<file path="config.mk">
export PLATFORM = sky130hd
export DESIGN_NAME = wb_stage
export DESIGN_NICKNAME = d
export VERILOG_FILES = /design/src/rtl/wb_stage_pkg.sv /design/src/rtl/wb_load_fmt.sv /design/src/rtl/wb_stage.sv
export SDC_FILE = /design/constraint.sdc
export NUM_CORES = 1
export LEC_CHECK = 0
export BUFFER_PORTS_ARGS = -buffer_cell sky130_fd_sc_hd__buf_2
export CORE_MARGIN = 3
export CORE_UTILIZATION = 54
export DETAILED_ROUTE_END_ITERATION = 8
export PLACE_DENSITY = 0.82
export RECOVER_POWER = 100
export SYNTH_ARGS = -nofsm -noshare
export SYNTH_HDL_FRONTEND = slang
export SYNTH_SLANG_ARGS = --single-unit
</file>
<file path="constraint.sdc">
create_clock -name clk -period 5.65 [get_ports clk]
set_input_delay 0.2825 -clock clk [delete_from_list [all_inputs] [get_ports clk]]
set_output_delay 0.2825 -clock clk [all_outputs]
set_load 0.01 [all_outputs]
</file>
<file path="src/rtl/wb_stage_pkg.sv">
// Shared encodings for the writeback stage and the decoder: write-data select,
// load funct3 values and the stage register layout.
// Ports: none (package only).
package wb_stage_pkg;

    // Write-data source select (in_wdsel)
    localparam logic [1:0] WDSEL_ALU = 2'b00;
    localparam logic [1:0] WDSEL_MEM = 2'b01;
    localparam logic [1:0] WDSEL_PC4 = 2'b10;
    localparam logic [1:0] WDSEL_IMM = 2'b11;

    // Load funct3 values (in_ldtype)
    localparam logic [2:0] LD_LB  = 3'b000;
    localparam logic [2:0] LD_LH  = 3'b001;
    localparam logic [2:0] LD_LW  = 3'b010;
    localparam logic [2:0] LD_LBU = 3'b100;
    localparam logic [2:0] LD_LHU = 3'b101;

    // One MEM-stage result as held in the writeback register
    typedef struct packed {
        logic        regwrite;
        logic [4:0]  rd;
        logic [1:0]  wdsel;
        logic [31:0] alu;
        logic [31:0] mrdata;
        logic [2:0]  ldtype;
        logic [31:0] pc;
        logic [31:0] imm;
    } wb_entry_t;

endpackage

</file>
<file path="src/rtl/wb_load_fmt.sv">
// Load formatter: extracts byte/half/word from an aligned memory word and extends it.
// Latency: purely combinational. Backpressure: none.
// Ports: rdata_i (raw word), off_i (byte offset), ldtype_i (funct3) -> data_o, misalign_o.
module wb_load_fmt
    import wb_stage_pkg::*;
(
    input  logic [31:0] rdata_i,
    input  logic [1:0]  off_i,
    input  logic [2:0]  ldtype_i,
    output logic [31:0] data_o,
    output logic        misalign_o
);

    logic [7:0]  byte_sel;
    logic [15:0] half_sel;

    always_comb begin
        byte_sel = rdata_i[7:0];
        case (off_i)
            2'd0: byte_sel = rdata_i[7:0];
            2'd1: byte_sel = rdata_i[15:8];
            2'd2: byte_sel = rdata_i[23:16];
            2'd3: byte_sel = rdata_i[31:24];
            default: byte_sel = rdata_i[7:0];
        endcase
        // Half is picked by off[1]; an odd offset is flagged below, not corrected.
        half_sel = off_i[1] ? rdata_i[31:16] : rdata_i[15:0];
    end

    always_comb begin
        data_o     = 32'h0;
        misalign_o = 1'b0;
        case (ldtype_i)
            LD_LB:  data_o = {{24{byte_sel[7]}}, byte_sel};
            LD_LBU: data_o = {24'h0, byte_sel};
            LD_LH: begin
                data_o     = {{16{half_sel[15]}}, half_sel};
                misalign_o = off_i[0];
            end
            LD_LHU: begin
                data_o     = {16'h0, half_sel};
                misalign_o = off_i[0];
            end
            LD_LW: begin
                data_o     = rdata_i;
                misalign_o = (off_i != 2'd0);
            end
            // Unknown funct3: zero data and refuse the write.
            default: begin
                data_o     = 32'h0;
                misalign_o = 1'b1;
            end
        endcase
    end

endmodule

</file>
<file path="src/rtl/wb_stage.sv">
// Writeback stage: registers one MEM result, selects RF write data, drives RF port,
// a forwarding tap and a retired-instruction counter.
// Latency: accepted at edge N -> rf_wr/rf_wd valid during cycle N+1. Backpressure:
// in_ready = !valid_q || !wb_hold (full throughput when not held).
// Ports: clk/rst, in_* handshake and fields, wb_hold, rf_* write port, fwd_* tap,
// misalign_err pulse, instret counter.
module wb_stage
    import wb_stage_pkg::*;
#(
    parameter int XLEN  = 32,
    parameter int CNT_W = 64
) (
    input  logic             clk,
    input  logic             rst,
    input  logic             in_valid,
    output logic             in_ready,
    input  logic             in_regwrite,
    input  logic [4:0]       in_rd,
    input  logic [1:0]       in_wdsel,
    input  logic [XLEN-1:0]  in_alu,
    input  logic [XLEN-1:0]  in_mrdata,
    input  logic [2:0]       in_ldtype,
    input  logic [XLEN-1:0]  in_pc,
    input  logic [XLEN-1:0]  in_imm,
    input  logic             wb_hold,
    output logic             rf_wr,
    output logic [4:0]       rf_a3,
    output logic [XLEN-1:0]  rf_wd,
    output logic             fwd_valid,
    output logic [4:0]       fwd_rd,
    output logic [XLEN-1:0]  fwd_data,
    output logic             misalign_err,
    output logic [CNT_W-1:0] instret
);

    wb_entry_t        entry_q, entry_d;
    logic             valid_q, valid_d;
    logic [CNT_W-1:0] instret_q, instret_d;

    logic        transfer;
    logic        retire;
    logic [31:0] ld_data;
    logic        ld_misalign;
    logic        mem_misalign;
    logic [31:0] wd;

    assign in_ready = !valid_q || !wb_hold;
    assign transfer = in_valid && in_ready;
    // Gated by rst so an entry caught by reset never reaches the RF.
    assign retire   = valid_q && !wb_hold && !rst;

    always_comb begin
        entry_d = entry_q;
        if (transfer) begin
            entry_d.regwrite = in_regwrite;
            entry_d.rd       = in_rd;
            entry_d.wdsel    = in_wdsel;
            entry_d.alu      = in_alu;
            entry_d.mrdata   = in_mrdata;
            entry_d.ldtype   = in_ldtype;
            entry_d.pc       = in_pc;
            entry_d.imm      = in_imm;
        end
    end

    // A new transfer in the retire cycle keeps valid set and replaces the entry.
    always_comb begin
        valid_d = valid_q;
        if (transfer) begin
            valid_d = 1'b1;
        end else if (retire) begin
            valid_d = 1'b0;
        end
    end

    always_comb begin
        instret_d = instret_q;
        if (retire) begin
            instret_d = instret_q + {{(CNT_W-1){1'b0}}, 1'b1};
        end
    end

    always_ff @(posedge clk) begin
        if (rst) begin
            entry_q   <= '0;
            valid_q   <= 1'b0;
            instret_q <= '0;
        end else begin
            entry_q   <= entry_d;
            valid_q   <= valid_d;
            instret_q <= instret_d;
        end
    end

    wb_load_fmt u_load_fmt (
        .rdata_i    (entry_q.mrdata),
        .off_i      (entry_q.alu[1:0]),
        .ldtype_i   (entry_q.ldtype),
        .data_o     (ld_data),
        .misalign_o (ld_misalign)
    );

    // Load alignment only matters when the load result is the one being written.
    assign mem_misalign = (entry_q.wdsel == WDSEL_MEM) && ld_misalign;

    always_comb begin
        wd = entry_q.alu;
        case (entry_q.wdsel)
            WDSEL_ALU: wd = entry_q.alu;
            WDSEL_MEM: wd = ld_data;
            WDSEL_PC4: wd = entry_q.pc + 32'd4;
            WDSEL_IMM: wd = entry_q.imm;
            default:   wd = entry_q.alu;
        endcase
    end

    assign rf_wr        = retire && entry_q.regwrite && (entry_q.rd != 5'd0) && !mem_misalign;
    assign rf_a3        = entry_q.rd;
    assign rf_wd        = wd;
    assign fwd_valid    = rf_wr;
    assign fwd_rd       = entry_q.rd;
    assign fwd_data     = wd;
    assign misalign_err = retire && mem_misalign;
    assign instret      = instret_q;

endmodule
</file>
### Word-level counts from Yosys, hierarchy flattened

Cells that the tools add are included.

* register bits: 204
* bits of input ports: 143
* output and inout port bits: 142

* add/subtract/negate cells: 2
* eq/ne operators: 10
* muxes and demuxes: 7
* reductions and logical operators: 21

Operators with widths (number)
* 32-bit one-hot mux with 5 select lines: 1
* 32-bit one-hot mux with 4 select lines: 1
* 64-bit by 1-bit adder with 64-bit output, second input constant: 1
* 32-bit by 3-bit adder with 32-bit output, second input constant: 1
* 8-bit one-hot mux with 4 select lines: 1
* 16-bit 2-to-1 mux: 1
* 2-bit == test, second input constant: 4
* 1-bit logical AND: 8
* 3-bit == test, second input constant: 2
* 5-bit nonzero test: 1
* 2-bit by 1-bit == test with 1-bit output, second input constant: 2
* 1-bit logical NOT: 4
* 2-bit logical NOT: 2
* 2-bit nonzero test: 2
* 2-bit OR reduction: 2
* 3-bit by 1-bit == test with 1-bit output, second input constant: 1
* 3-bit by 2-bit == test with 1-bit output, second input constant: 1
* 3-bit logical NOT: 1
* 1-bit one-hot mux with 3 select lines: 1
* 1-bit 2-to-1 mux: 2
* 1-bit logical OR: 1

### Depth between registers and ports, before layout

* depth in word-level cells: 6
* mapped depth: 9

### Modules after synthesis

From an unflattened synthesis, not the netlist that was laid out.

* cells, all modules: 1264
* area, all modules: 10293.6 µm²

Modules (own cells, without submodules)
* wb_stage: instances 1, cells each 1148, area each 9491.6 µm², sequential area each 4083.9 µm²
* wb_load_fmt: instances 1, cells each 116, area each 802.0 µm², sequential area each 0.0 µm²

### Least setup slack after synthesis

Ideal clock, no wire load.

* kind: flip-flop to flip-flop
* from: register instret_q[0], in the netlist instret[0]
* to: register instret_q[50], in the netlist instret[50]
* arrival: 2.538 ns
* required time: 5.580 ns
* path slack: 3.042 ns
* cell stages (with the launch flop): 9
* path buffers: 2
* path through: dfxtp_1 > ha_1 > nand2_1 > or4_1 > buf_2 > or4_4 > buf_6 > or4_1 > a21oi_1

* longest elaborated chain between the ends: 1

RTL lines
* start, declared: line wb_stage.sv:38 `logic [CNT_W-1:0] instret_q, instret_d;`
* start signal, assigned: line wb_stage.sv:91 `instret_q <= instret_d;`
* 64-bit by 1-bit adder with 64-bit output: line wb_stage.sv:79 `instret_d = instret_q + {{(CNT_W-1){1'b0}}, 1'b1};`

Every way passes these cells.
A chain may end at the register's enable or synchronous reset.

### Worst setup path after layout

* from: register entry_q[132] (netlist bit)
* to: output rf_wd[23]

* longest elaborated chain between the ends: 2

RTL lines
* start, declared: line wb_stage.sv:36 `wb_entry_t entry_q, entry_d;`
* start signal, assigned: line wb_stage.sv:89 `entry_q <= entry_d;`
* 2-bit == test, or another cell as far along: line wb_stage.sv:108 `case (entry_q.wdsel)`
* 32-bit one-hot mux with 4 select lines (*): line wb_stage.sv:108
* end, declared: line wb_stage.sv:28 `output logic [XLEN-1:0] rf_wd,`

Mark *: on every way between the ends. The rest lies on a longest branch, timed or not.

==> out/metrics.cfg <==
[placement]
place_area_um2=11400
routabilityCongestion=0.918
post-place-ws_ns=2.37
detailed_place_hpwl_um=23200
placed_cells=1725
portBuffers=284

[floorplanning]
fp.dieArea_um2=20700
core-area_um2=18300
std_cell_rows=49
chipWidth_um=144
initial_core_util_pct=56.0
floorplan.io_pins=285
die_h_um=144

[global_routing]
antenna_found_initial=3
global_route.overflow_total=0
wire_length_of_the_first_global_routing_pass_um=48700
number_of_global_route_vias_before_repair=9426
grt.total_usage_pct=29.2
maximum_number_of_pins_on_one_net_before_global_route_repair=117

[timing]
layout_min_cycle_time_ns=4.05
setup_ws_ns=1.60
totalNegativeSetupSlack_ns=0
tightestPinTransition_ns=2.85
slew_headroom_pct=-90.1
final-max-slew-violation-count=166
hold_violation_total_from_the_final_report=0
final_setup_violations=0
rsz0062_at_grt=no
final.setup_skew_ns=0.0133
fmax_mhz=247
worst_hold_slack_ns=0.0181
timing.final.crit_share_pct=71.8

[detailed_routing]
met1_length_um=13400
routed.top_layer=met5
detail_route.vias_per_cell=5.97
route.met2.wl_um=14900
antenna_left=0
count_of_routing_violations_after_the_opening_detailed_route_iteration=1011
routed-via-count=10500
drc_errors=0
wire_length_per_cell_um=18.3
met3_wirelength_um=2910
drt-total-wl_um=32300
first_pass_iters=8

[clock_tree]
hold_fix_buffer_count_after_cts=0
cts_max_level=1
cts_resized=0
clock_path_buffers=3
tritoncts_clock_tree=done
clock_latency_ns=0.50
cts.reportedPaths.clkPinSlew_ns=0.06
root_buffer_cell=sky130_fd_sc_hd__clkbuf_16
number_of_buffers_inserted_during_clock_tree_synthesis=22
post-cts-setup-buffer-count=0
tritoncts_num_sinks=204

[setup_path]
worstSetupPathType=register to output pin
cp-end-kind=output pin
timing.critical_path.slowest_stage_cell=sky130_fd_sc_hd__clkbuf_1
cp_top_family=buffers and inverters
ordered_cell_list_for_the_critical_path=clkbuf_1 > inv_1 > o211ai_1 > buf_4 > o21ai_0 > a221o_1 > clkbuf_1
worst_ep_required_time_ns=5.37
cp-start-kind=register
critical_path.n_buffers_inverters=4
cp_data_arrival_time_ns=3.77
worstPathMaxFanout=25
cpMostUsedCell=sky130_fd_sc_hd__clkbuf_1
max_stage_delay_ns=1.05

[synthesis]
synthCells=1337
yosys_most_used_dff=sky130_fd_sc_hd__dfxtp_1
synth_sequential_area_ratio_pct=39.8
synth_seq_cells=204
share_of_synthesized_flip_flops_with_an_asynchronous_set_or_reset_pct=0
synthMostInstantiatedCell=sky130_fd_sc_hd__nand2_1
post_synth_num_cell_types=56
syn-cell-area_um2=10300
synth.cells.most_frequent=sky130_fd_sc_hd__nand2_1, sky130_fd_sc_hd__dfxtp_1, sky130_fd_sc_hd__a21oi_1, sky130_fd_sc_hd__clkbuf_1, sky130_fd_sc_hd__nor2_1
syn_area_per_cell_um2=7.68
synth_largest_area_cell=sky130_fd_sc_hd__dfxtp_1
post-synth-top-area-fraction_pct=39.8
count_of_flip_flops_with_a_built_in_enable_after_synthesis=0
yosys_warnings=0
yosys-top-cells-area=sky130_fd_sc_hd__dfxtp_1, sky130_fd_sc_hd__nand2_1, sky130_fd_sc_hd__a21oi_1
number_of_nets_produced_by_synthesis=1482

[power]
power.leakage_nw=4.25
total_power_mw=3.41
power_density_nw_per_um2=287
vdd.ir_drop.worst_mv=0.258

[finish]
final_core_utilization_pct=64.9
final_area_um2=11900
final-instance-count-excl-fill=1762
final_layout_size_suffix_gt1_share_pct=13.1
finish.net_count=1665
areaGrowthSynthToFinish_pct=15.9

[run_status]
violations=capacitance limit, slew limit
run_status=finished, violations left

[flow_run]
count_of_maximum_capacitance_violations=3

[hold_path]
min_path_type=input port to register

## per-layer routing
metal	vias up	GRT usage, %
met4	4	9.61
met3	84	5.39
met2	554	46.7
met5	-	0
met1	4870	39.9
li1	5003	-
## registers in the layout, summed over array words and instances (netlist names)
register,cells
instret,64
valid_q,1
entry_q,134
fwd_rd,5
## layout by cell type, fill, tap and decap left out, types with 21 or more instances in the layout
| master | Yosys | layout |
|---|---|---|
| sky130_fd_sc_hd__nor3_1 | 24 | 23 |
| sky130_fd_sc_hd__o21ai_0 | 27 | 27 |
| sky130_fd_sc_hd__nor2_1 | 63 | 63 |
| sky130_fd_sc_hd__nor4_1 | 22 | 23 |
| sky130_fd_sc_hd__xnor2_1 | 36 | 36 |
| sky130_fd_sc_hd__or4_1 | 23 | 24 |
| sky130_fd_sc_hd__clkbuf_1 | 79 | 148 |
| sky130_fd_sc_hd__nand3_1 | 37 | 37 |
| sky130_fd_sc_hd__xor2_1 | 21 | 21 |
| sky130_fd_sc_hd__nand4_1 | 30 | 30 |
| sky130_fd_sc_hd__buf_2 | 1 | 143 |
| sky130_fd_sc_hd__clkbuf_16 | 0 | 23 |
| sky130_fd_sc_hd__nand2_1 | 342 | 342 |
| sky130_fd_sc_hd__a21oi_1 | 188 | 188 |
| sky130_fd_sc_hd__dfxtp_1 | 204 | 204 |
## cell type report
class / instances / area (µm²)
Inverter: 16 / 60.1
Antenna cell: 1 / 2.50
Sequential cell: 204 / 4080
Tap cell: 229 / 287
Clock buffer: 34 / 677
Timing Repair Buffer: 292 / 1300
Fill cell: 1691 / 6440
Clock inverter: 2 / 35.0
Multi-Input combinational cell: 984 / 5450
## cell families (layout without fill, tap and decap cells)
family / Yosys count / count (layout) / share of synthesized area, %
xor gates and xnor gates: 57 / 57 / 4.86
DFF: 204 / 204 / 39.8
other: 0 / 1 / 0
muxes: 19 / 19 / 3.58
AOI/OAI and AO/OA: 304 / 304 / 17.6
and+or+nand+nor: 602 / 602 / 26.8
buffers and inverters: 149 / 344 / 7.11
adders and majority gates: 2 / 2 / 0.244
## final timing paths
check	startpoint	to	slack [ns]	cells after the start
min	in_pc[14]	entry_q[46]	0.02	3
max	entry_q[132]	rf_wd[23]	1.60	7
max reg2reg	valid_q	entry_q[22]	1.73	5
min reg2reg	entry_q[7]	entry_q[7]	0.45	2
## power by group
part | leakage [nW] | switching, mW | internal, mW
registers | 1.67 | 0.0597 | 1.50
logic | 2.23 | 0.254 | 0.155
clock network | 0.351 | 0.579 | 0.862
## worst register-to-register path: stages, from the launching register on
cell and delay [ns]:
sky130_fd_sc_hd__dfxtp_1 0.34, sky130_fd_sc_hd__nand2_1 0.14, sky130_fd_sc_hd__and2_4 0.63, sky130_fd_sc_hd__clkbuf_1 2.10
sky130_fd_sc_hd__nand2_1 0.40, sky130_fd_sc_hd__a21oi_1 0.23
No activity file was read; power rests on OpenSTA's default activity.
